## src/rtl/rv_pipe_pkg.sv

```systemverilog
// Shared RV32I pipeline definitions: hazard FSM states and architectural constants.
package rv_pipe_pkg;

  typedef enum logic [1:0] {
    RUN      = 2'd0,
    MEM_WAIT = 2'd1,
    DIV_WAIT = 2'd2
  } hz_state_e;

  localparam logic [4:0] REG_X0 = 5'd0;

endpackage

```

## src/rtl/hazard_watchdog.sv

```systemverilog
// Data-memory wait watchdog: saturating counter of consecutive wait cycles plus a
// sticky timeout flag that only rst clears.
module hazard_watchdog #(
  parameter int MEM_WAIT_MAX = 255,
  parameter int WD_W         = 8
) (
  input  logic clk,
  input  logic rst,
  input  logic inc,
  input  logic clr,
  output logic timeout
);

  localparam logic [WD_W-1:0] MAX = WD_W'(MEM_WAIT_MAX);

  logic [WD_W-1:0] cnt;

  always_ff @(posedge clk or posedge rst) begin
    if (rst) begin
      cnt     <= '0;
      timeout <= 1'b0;
    end else begin
      if (clr)
        cnt <= '0;
      else if (inc && cnt != MAX)
        cnt <= cnt + 1'b1;
      // Flag is set on the same edge that lands the count on MAX.
      if (inc && cnt == MAX - 1'b1)
        timeout <= 1'b1;
    end
  end

endmodule

```

## src/rtl/hazard_ctrl.sv

```systemverilog
// Stall/flush scheduler for the 5-stage pipeline. Optional perf counters are built
// when HAZARD_PERF_EN is defined; otherwise the perf ports read zero.
module hazard_ctrl
  import rv_pipe_pkg::*;
#(
  parameter int MEM_WAIT_MAX = 255,
  parameter int WD_W         = 8
) (
  input  logic        clk,
  input  logic        rst,
  input  logic [4:0]  d_rs1,
  input  logic [4:0]  d_rs2,
  input  logic        d_rs1_used,
  input  logic        d_rs2_used,
  input  logic [4:0]  e_rd,
  input  logic        e_is_load,
  input  logic        e_reg_write,
  input  logic        e_is_div,
  input  logic        e_jb,
  input  logic        imem_wait,
  input  logic        dmem_wait,
  input  logic        div_done,
  output logic        stall_f,
  output logic        stall_d,
  output logic        flush_d,
  output logic        bubble_e,
  output logic        hold_em,
  output logic        wb_kill,
  output logic        div_start,
  output logic        mem_timeout,
  output logic [31:0] perf_stall_cnt,
  output logic [31:0] perf_flush_cnt
);

  hz_state_e state, state_nxt;
  logic      div_issued;
  logic      load_use, div_go, flush_ev;

  assign load_use = e_is_load & e_reg_write & (e_rd != REG_X0) &
                    ((d_rs1_used & (d_rs1 == e_rd)) | (d_rs2_used & (d_rs2 == e_rd)));
  assign div_go   = e_is_div & ~div_issued;
  assign flush_ev = ~rst & (state == RUN) & ~dmem_wait & e_jb;

  always_ff @(posedge clk or posedge rst) begin
    if (rst) state <= RUN;
    else     state <= state_nxt;
  end

  // Outputs are gated by rst so an asynchronous reset silences them immediately.
  always_comb begin
    state_nxt = state;
    stall_f   = 1'b0;
    stall_d   = 1'b0;
    flush_d   = 1'b0;
    bubble_e  = 1'b0;
    hold_em   = 1'b0;
    wb_kill   = 1'b0;
    div_start = 1'b0;
    if (!rst) begin
      unique case (state)
        RUN: begin
          if (dmem_wait) begin
            {stall_f, stall_d, hold_em, wb_kill} = 4'b1111;
            state_nxt = MEM_WAIT;
          end else if (e_jb) begin
            {flush_d, bubble_e} = 2'b11;
          end else if (div_go) begin
            {stall_f, stall_d, hold_em, wb_kill, div_start} = 5'b11111;
            state_nxt = DIV_WAIT;
          end else if (load_use) begin
            {stall_f, stall_d, bubble_e} = 3'b111;
          end else if (imem_wait) begin
            {stall_f, flush_d} = 2'b11;
          end
        end
        MEM_WAIT: begin
          if (dmem_wait) {stall_f, stall_d, hold_em, wb_kill} = 4'b1111;
          else           state_nxt = RUN;
        end
        DIV_WAIT: begin
          if (div_done) state_nxt = RUN;
          else          {stall_f, stall_d, hold_em, wb_kill} = 4'b1111;
        end
        default: state_nxt = RUN;
      endcase
    end
  end

  // Masks the completed divide still sitting in E until E moves on.
  always_ff @(posedge clk or posedge rst) begin
    if (rst)                                div_issued <= 1'b0;
    else if (state == DIV_WAIT && div_done) div_issued <= 1'b1;
    else if (state == RUN && !hold_em)      div_issued <= 1'b0;
  end

  hazard_watchdog #(
    .MEM_WAIT_MAX(MEM_WAIT_MAX),
    .WD_W        (WD_W)
  ) u_wd (
    .clk    (clk),
    .rst    (rst),
    .inc    (state == MEM_WAIT && dmem_wait),
    .clr    (state == MEM_WAIT && !dmem_wait),
    .timeout(mem_timeout)
  );

`ifdef HAZARD_PERF_EN
  always_ff @(posedge clk or posedge rst) begin
    if (rst) begin
      perf_stall_cnt <= '0;
      perf_flush_cnt <= '0;
    end else begin
      if (stall_f)  perf_stall_cnt <= perf_stall_cnt + 32'd1;
      if (flush_ev) perf_flush_cnt <= perf_flush_cnt + 32'd1;
    end
  end
`else
  logic unused_perf;
  assign unused_perf    = flush_ev;
  assign perf_stall_cnt = 32'd0;
  assign perf_flush_cnt = 32'd0;
`endif

endmodule

```

## config.mk

```make
export PLATFORM = sky130hd
export DESIGN_NAME = hazard_ctrl
export DESIGN_NICKNAME = d
export VERILOG_FILES = /design/src/rtl/rv_pipe_pkg.sv /design/src/rtl/hazard_watchdog.sv /design/src/rtl/hazard_ctrl.sv
export SDC_FILE = /design/constraint.sdc
export NUM_CORES = 1
export LEC_CHECK = 0
export ABC_AREA = 1
export CELL_PAD_IN_SITES_DETAIL_PLACEMENT = 0
export CELL_PAD_IN_SITES_GLOBAL_PLACEMENT = 1
export CORE_MARGIN = 10
export CORE_UTILIZATION = 21
export DETAILED_ROUTE_END_ITERATION = 10
export PLACE_DENSITY_LB_ADDON = 0.2
export SETUP_SLACK_MARGIN = 0.4
export SYNTH_ARGS = -nofsm -noshare
export SYNTH_HDL_FRONTEND = slang
export SYNTH_SLANG_ARGS = --single-unit
```

## constraint.sdc

```tcl
create_clock -name clk -period 1.41 [get_ports clk]
set_clock_uncertainty 0.05 [all_clocks]
set_input_delay 0.3525 -clock clk [delete_from_list [all_inputs] [get_ports clk]]
set_output_delay 0.3525 -clock clk [all_outputs]
set_load 0.01 [all_outputs]
```

Yosys cells after proc, flatten, opt, wreduce, memory -nomap -nowiden
Cells that the tools add are included.

Add/sub/neg operators: 1. Bitwise operators: 9. Equal/unequal tests: 10. Reductions and logical operators: 13. Multiplexer cells: 44.

Operators by type and width (count): 2-to-1 mux 1 bit (33); 2-to-1 mux 8 bit (2); equality test 5 bit (2); 2-to-1 mux 2 bit (5); case mux 1 bit (3 select lines) (3); adder 8 x 1 -> 8 bit (second input constant) (1); equality test 8 bit (second input constant) (1); != test 8 bit (second input constant) (1); bitwise AND 1 bit (6); logical AND 1 bit (6); != test 3 bit (second input constant) (2); case mux 2 bit (3 select lines) (1); AND reduction 5 bit (1); nonzero test 5 bit (1); != test 2 bit (second input constant) (2); nonzero test 2 bit (2); equality test 2 x 1 -> 1 bit (second input constant) (1); equality test 2 bit (second input constant) (1); logical NOT 1 bit (2); logical NOT 2 bit (1); inverter 1 bit (2); bitwise OR 1 bit (1).

Logic and storage cells: 81. Register bits after elaboration: 12. Output and inout port bits: 72.

Longest topological paths before layout
Gate-level depths: netlist (run 1).

Depth after elaboration: 11. Gate-level depth with buffers: 9.

Cells and area by module
From an unflattened synthesis (run 1), not the netlist that was laid out.

Cell total of the unflattened synthesis: 255. Area total of the unflattened synthesis: 1605.3 um^2.

By module, submodules not included: hazard_ctrl (area an instance 1032.2 um^2, seq. area each 75.1 um^2, cells an instance 176, times used 1); hazard_watchdog (area an instance 573.0 um^2, seq. area each 225.2 um^2, cells an instance 79, times used 1).

Worst setup path before layout (run 1)
OpenSTA, ideal clock, no wires.

Kind: reg2out. Start: register state[1]. End: output flush_d. Slack: -111 ps. Stages on the path, launching flop included: 8. Arrival: 1119 ps. Required time: 1008 ps. Path through: dfrtp_1 nor2_1 nand2_1 nor2_2 nand2_1 nor2_1 o21ai_1 inv_1.

Longest elaborated chain between the ends: 3.

RTL lines: from (decl) (line hazard_ctrl.sv:35) `hz_state_e state, state_nxt;`; from (signal assigned) (line hazard_ctrl.sv:46) `else state <= state_nxt;`; logical NOT 2 bit (line hazard_ctrl.sv:60) `unique case (state)`; 2-to-1 mux 1 bit (line hazard_ctrl.sv:60); 2-to-1 mux 1 bit (line hazard_ctrl.sv:59) `if (!rst) begin`; to (decl) (line hazard_ctrl.sv:25) `output logic flush_d,`.

No other way between the ends.

Final worst setup path (run 1)
Start: register state[1]. End: output stall_f.

Longest elaborated chain between the ends: 3.

RTL lines: equality test 2 bit, or another cell as far along (line hazard_ctrl.sv:60); case mux 1 bit (3 select lines) * (line hazard_ctrl.sv:60); 2-to-1 mux 1 bit * (line hazard_ctrl.sv:59); to (decl) (line hazard_ctrl.sv:23) `output logic stall_f,`.

Mark *: on every way between the ends. The rest lies on a longest branch, timed or not.

==> reports/results.ini, run 1 <==
[die]
chipWidth_um=104.0
placementRows=30
placeableCoreArea_um2=6832
dieArea_um2=10810
die_h_um=104.0
num_io_pins=98
start_util_pct=21.68

[global_route]
antenna_found_initial=0
gr-total-overflow=0
track_usage_pct=7.488
grt_pass1_wl_um=6927
grt_pass1_vias=1475
grt_max_degree=13

[yosys]
yosysSeqAreaShare_pct=20.27
ys_ff_latch=12
yosysUniqueCellTypes=29
ys_warn_count=0
syn_area_per_cell_um2=6.613
syn_area_um2=1481
netlist_instances=224

[route]
drt-total-wl_um=4474
drt_iter0_markers=21
drc=0
vias_per_cell=3.550
drtAntennaViolNets=0
wl_met1_um=2086
routed.top_layer=met4
wire_per_inst_um=11.24
wl_met3_um=230
drt_pass1_iterations=3
vias=1413
wl_met2_um=2120

[clock_tree]
clkTransAtPathRegs_ps=60
clock_path_buffers=2
cts_tree=yes
cts.htree.levels=1
cts-root-buf=clkbuf_8
clk_latency_ps=250
ctsHoldBuffers=0
cts.sinks=12
cts-buffers-inserted=3

[worst_setup_path]
rr_worst_depth=13
worstPathMaxFanout=3
r2r-end=u_wd.cnt[3]$_DFFE_PP0P_
required_ps=1010
rr_startpoint=state[1]$_DFFE_PP0P_
critPathCaptureType=output pin
rrSetupSlack_ps=-350
crit_type=flip-flop to output pin
startpoint_type=flip-flop
worst-endpoint-arrival_ps=1450

[timing]
slew_viol_final=0
hold_viol=0
period_share_pct=131.3
fmax_ghz=0.5400
post-route-min-period_ps=1852
setup_violations=16
rsz0062_at_grt=yes
tns_ps=-5051
timing.final.ws_setup_ps=-441.7

[finish]
n_fill_cell=740
diodes=0
final_common_cell=conb_1
layout-drive-gt1-share_pct=37.09
seq_area_um2=302.8
layout_common_cells=conb_1, nand2_1, buf_4
multiInputGateArea_um2=958.4
final_area_um2=2238
utilization_pct=32.77
area_growth_pct=51.10
final_nets=331

[worst_hold_path]
hp-class=input port to asynchronous set/reset pin

[pwr]
peakVddDrop_mv=0.2647
switchingPower_uw=918.1
power_density_nw_per_um2=1046
pwr-share-comb_pct=62.8
power_uw=2342
p_int_uw=1424
seqPwrFrac_pct=20.6
switching_share_pct=39.21
p_clk_share_pct=16.6
power.leakage_uw=0.001234

[outcome]
violations=negative setup slack
outcome=finished, violations left

[placed_design]
placed_area_um2=1967
gp_congestion=0.7305
dp_hpwl_um=3870
io_buffers=33

[run]
drv_cap=0

==> critical path: stages (launching register included) <==
cell	delay, ps
dfrtp_2	430
buf_6	130
inv_4	50
nand3_4	80
o21ai_4	80
a21oi_2	50
nor2_2	130
inv_2	80
nand3_2	80
buf_6	100
==> what timing repair did <==
action / in CTS / in global routing
gates resized for setup: 90 / 44
endpoints found under the setup margin: 20 / 20
setup buffers: 7 / 3
pin swaps: 19 / 19
==> layout make-up <==
class / count / area share [%]
well taps: 96 / 5.366
flip-flops and latches: 12 / 13.53
repair buffers: 76 / 29.63
multi-input cells: 177 / 42.82
clock buffers: 4 / 2.459
inverters: 33 / 6.205
==> cells by family after synthesis <==
kind of cell,count (synthesis),share of synthesized area (%)
adder cells (fa/ha/maj),2,1.689
XOR/XNOR,1,0.5913
AND/OR/NAND/NOR,91,27.87
multiplexers,1,0.6757
other,1,0.2531
AO/OA/AOI/OAI,18,7.179
buffers and inverters,98,41.47
flip-flops,12,20.27
==> stage by stage <==
stage,setup WS (ps),hold slack [ps],instances
2_1_floorplan,-83.21,175.4,287
3_3_place_gp,-1134,409.5,384
3_5_place_dp,-1130,413.0,384
4_1_cts,-459.8,290.7,395
5_1_grt,-513.8,423.4,398
6_report,-441.7,383.2,398
==> power groups by stage <==
stage | combinational (uW) | sequential [uW] | clock [uW]
2_1_floorplan | 631 | 473 | 0
3_3_place_gp | 1070 | 472 | 0
3_5_place_dp | 1070 | 472 | 0
4_1_cts | 1280 | 480 | 399
5_1_grt | 1600 | 493 | 414
6_report | 1470 | 482 | 389
==> cells in the mapped netlist <==
master | count | area, um2
nand2_2 | 2 | 12.51
nand3_2 | 1 | 10.01
xor2_1 | 1 | 8.760
nor3_2 | 1 | 10.01
o21ai_2 | 1 | 8.760
nand2_4 | 1 | 11.26
inv_4 | 1 | 6.260
mux2i_1 | 1 | 10.01
a31oi_1 | 1 | 6.260
buf_4 | 65 | 488.0
o21ai_1 | 1 | 5.000
inv_2 | 5 | 18.77
nand3_1 | 12 | 60.06
a211oi_1 | 1 | 7.510
o21ai_0 | 7 | 35.03
nand2_1 | 48 | 180.2
ha_1 | 2 | 25.02
nand4_1 | 5 | 31.28
o21bai_1 | 1 | 7.510
o22ai_1 | 2 | 12.51
nor2_1 | 16 | 60.06
nor2_4 | 1 | 11.26
nor2_2 | 3 | 18.77
a21oi_1 | 3 | 15.01
conb_1 | 1 | 3.750
inv_1 | 27 | 101.4
a22o_1 | 1 | 8.760
nand3b_1 | 1 | 7.510
dfrtp_1 | 12 | 300.3
==> state kept, by name, summed over array words and instances, names as in the netlist <==
register,cells
div_issued,1
u_wd.cnt,8
state,2
u_wd.timeout,1
==> worst max-delay path by stage <==
stage	from	to	slack (ps)	depth (start not counted)
final	state[1]$_DFFE_PP0P_	stall_f	-440	9
after global routing	state[1]$_DFFE_PP0P_	flush_d	-510	8
after CTS	state[1]$_DFFE_PP0P_	stall_f	-460	8
after detailed placement	e_rd[0]	stall_d	-1130	10
after global placement	e_rd[0]	stall_d	-1130	10
after floorplan	state[1]$_DFFE_PP0P_	flush_d	-80	7
==> routing by layer <==
metal | up-vias | GRT usage, %
li1 | 720 | -
met2 | 54 | 12.70
met4 | 0 | 2.386
met3 | 2 | 1.425
met1 | 637 | 9.251
met5 | - | 0
Note: power is estimated with default switching activity, not from simulation.
==> run 2: changes to the inputs <==
--- a/config.mk
+++ b/config.mk
@@ -12,7 +12,10 @@
 export CORE_UTILIZATION = 21
 export DETAILED_ROUTE_END_ITERATION = 10
 export PLACE_DENSITY_LB_ADDON = 0.2
+export RECOVER_POWER = 25
 export SETUP_SLACK_MARGIN = 0.4
+export SKIP_LAST_GASP = 1
 export SYNTH_ARGS = -nofsm -noshare
 export SYNTH_HDL_FRONTEND = slang
 export SYNTH_SLANG_ARGS = --single-unit
+export TNS_END_PERCENT = 50
==> run 2 against run 1 <==
Compared with the run above: the flow still finishes with violations (negative setup slack); combinational power decreased by 13%; fmax grew 0.41%; non-clock buffer count fell by 4; die area unchanged; global-route usage decreased by 0.13 points; sequential share of layout area increased by 0.84 points; first-iteration DRC count rose by 120%; final area decreased by 5.9%; hold slack improved by 42 ps; via count decreased by 0.42%; routed wire length is 5.2% lower; setup slack improved by 7.5 ps.
==> reports/results.ini, run 2 (synthesis results as in run 1) <==
[outcome]
outcome=finished, violations left
violations=negative setup slack

[finish]
diodes=0
area_growth_pct=42.23
utilization_pct=30.84
reg.largest.list=u_wd.cnt (8), state (2)
largest_reg_flops=8
final_common_cell=conb_1
layout_common_cells=conb_1, nand2_1, buf_4
n_fill_cell=776
final_nets=327
layout-drive-gt1-share_pct=30.87
regMostFlops=u_wd.cnt

[clock_tree]
cts-root-buf=clkbuf_8
cts-buffers-inserted=3
cts_tree=yes
clk_latency_ps=240
clock_path_buffers=2
ctsHoldBuffers=0
cts.sinks=12
clkTransAtPathRegs_ps=60
cts.htree.levels=1

[run]
drv_cap=0

[route]
vias=1407
wire_per_inst_um=10.76
drtAntennaViolNets=0
drt-total-wl_um=4241
vias_per_cell=3.571
drc=0
drt_iter0_markers=46
drt_pass1_iterations=4

[worst_setup_path]
slowest_stage=dfrtp_2
worst-endpoint-arrival_ps=1440
r2r-end=u_wd.cnt[7]$_DFFE_PP0P_
worstPathMaxFanout=4
rrSetupSlack_ps=-30
rr_worst_depth=7
required_ps=1010
critPathCaptureType=output pin
crit_type=flip-flop to output pin
max_stage_delay_ps=440
startpoint_type=flip-flop
rr_startpoint=state[1]$_DFFE_PP0P_
crit_chain=nor2_4 > nand2_2 > nor2_4 > nand2_2 > nor2_2 > o21ai_2 > inv_1 > buf_2

[global_route]
antenna_found_initial=0
grt_pass1_vias=1487
grt_pass1_wl_um=6748
grt_max_degree=13
gr-total-overflow=0
track_usage_pct=7.362

[timing]
tightest_slew_ps=718.1
post-route-min-period_ps=1844
slew_viol_final=0
rsz0062_at_grt=yes
timing.final.ws_setup_ps=-434.2
relSlewSlack_pct=52.13
fin_hold_ws_ps=425.6
period_share_pct=130.8
setup_violations=11
fmax_ghz=0.5422
hold_viol=0
tns_ps=-2897

[worst_hold_path]
hp-class=flip-flop to flip-flop
hold_path_end=u_wd.timeout$_DFFE_PP0P_
worstHoldStart=u_wd.timeout$_DFFE_PP0P_
whs_path_depth=1

[die]
placeableCoreArea_um2=6832
dieArea_um2=10810
chipWidth_um=104.0
start_util_pct=21.68
placementRows=30
die_h_um=104.0
num_io_pins=98

[pwr]
power_uw=2146
power.leakage_uw=0.001178
peakVddDrop_mv=0.2873
power_density_nw_per_um2=1018

[placed_design]
dp_hpwl_um=3697
io_buffers=33
dp_slack_ps=-1183
gp_congestion=0.7108

## run 2: area by class of cell
type	instances	area, um2	area share (%)
well taps	96	120.1	5.701
clock buffers	4	55.05	2.613
inverters	33	133.9	6.354
multi-input cells	177	883.3	41.92
flip-flops and latches	12	302.8	14.37
repair buffers	72	611.8	29.04
## run 2: worst max-delay path by stage
stage / startpoint / endpoint / slack, ps / depth (start not counted)
2_1_floorplan: state[1]$_DFFE_PP0P_ / flush_d / -80 / 7
6_report: state[1]$_DFFE_PP0P_ / flush_d / -430 / 8
4_1_cts: state[0]$_DFFE_PP0P_ / stall_f / -460 / 8
5_1_grt: state[1]$_DFFE_PP0P_ / flush_d / -540 / 8
3_5_place_dp: e_rd[1] / stall_d / -1180 / 10
3_3_place_gp: e_rd[1] / stall_d / -1190 / 10
## run 2: worst max-delay path: cells and delay by family (launching register included)
kind	cells	cell delay [ps]
simple gates	5	530
buf+inv	2	170
flops	1	440
compound gates	1	60
## run 2: metrics by stage
step / area, um2 / instances
2_1_floorplan: 1737 / 287
3_3_place_gp: 1909 / 379
3_5_place_dp: 1909 / 379
4_1_cts: 1964 / 386
5_1_grt: 2107 / 394
6_report: 2107 / 394
## run 2: repair_timing
item	in CTS	in global routing
pin swaps	16	14
endpoints found under the setup margin	20	20
resized for setup	72	29
setup buffers	3	8
## run 2: metal layers
metal	up-vias	global-route usage (%)	part of all wire, %	routed length [um]
li1	721	-	-	-
met1	625	8.537	43	1818
met2	59	12.88	51	2149
met3	2	2.169	5.5	235
met4	0	1.789	0.85	36
met5	-	0	0	0
## run 2: power by group
part / switching, uW / total (uW) / internal, uW
Clock: 138 / 385 / 247
Combinational: 618 / 1280 / 658
Sequential: 72.7 / 485 / 412
Total: 828 / 2150 / 1320
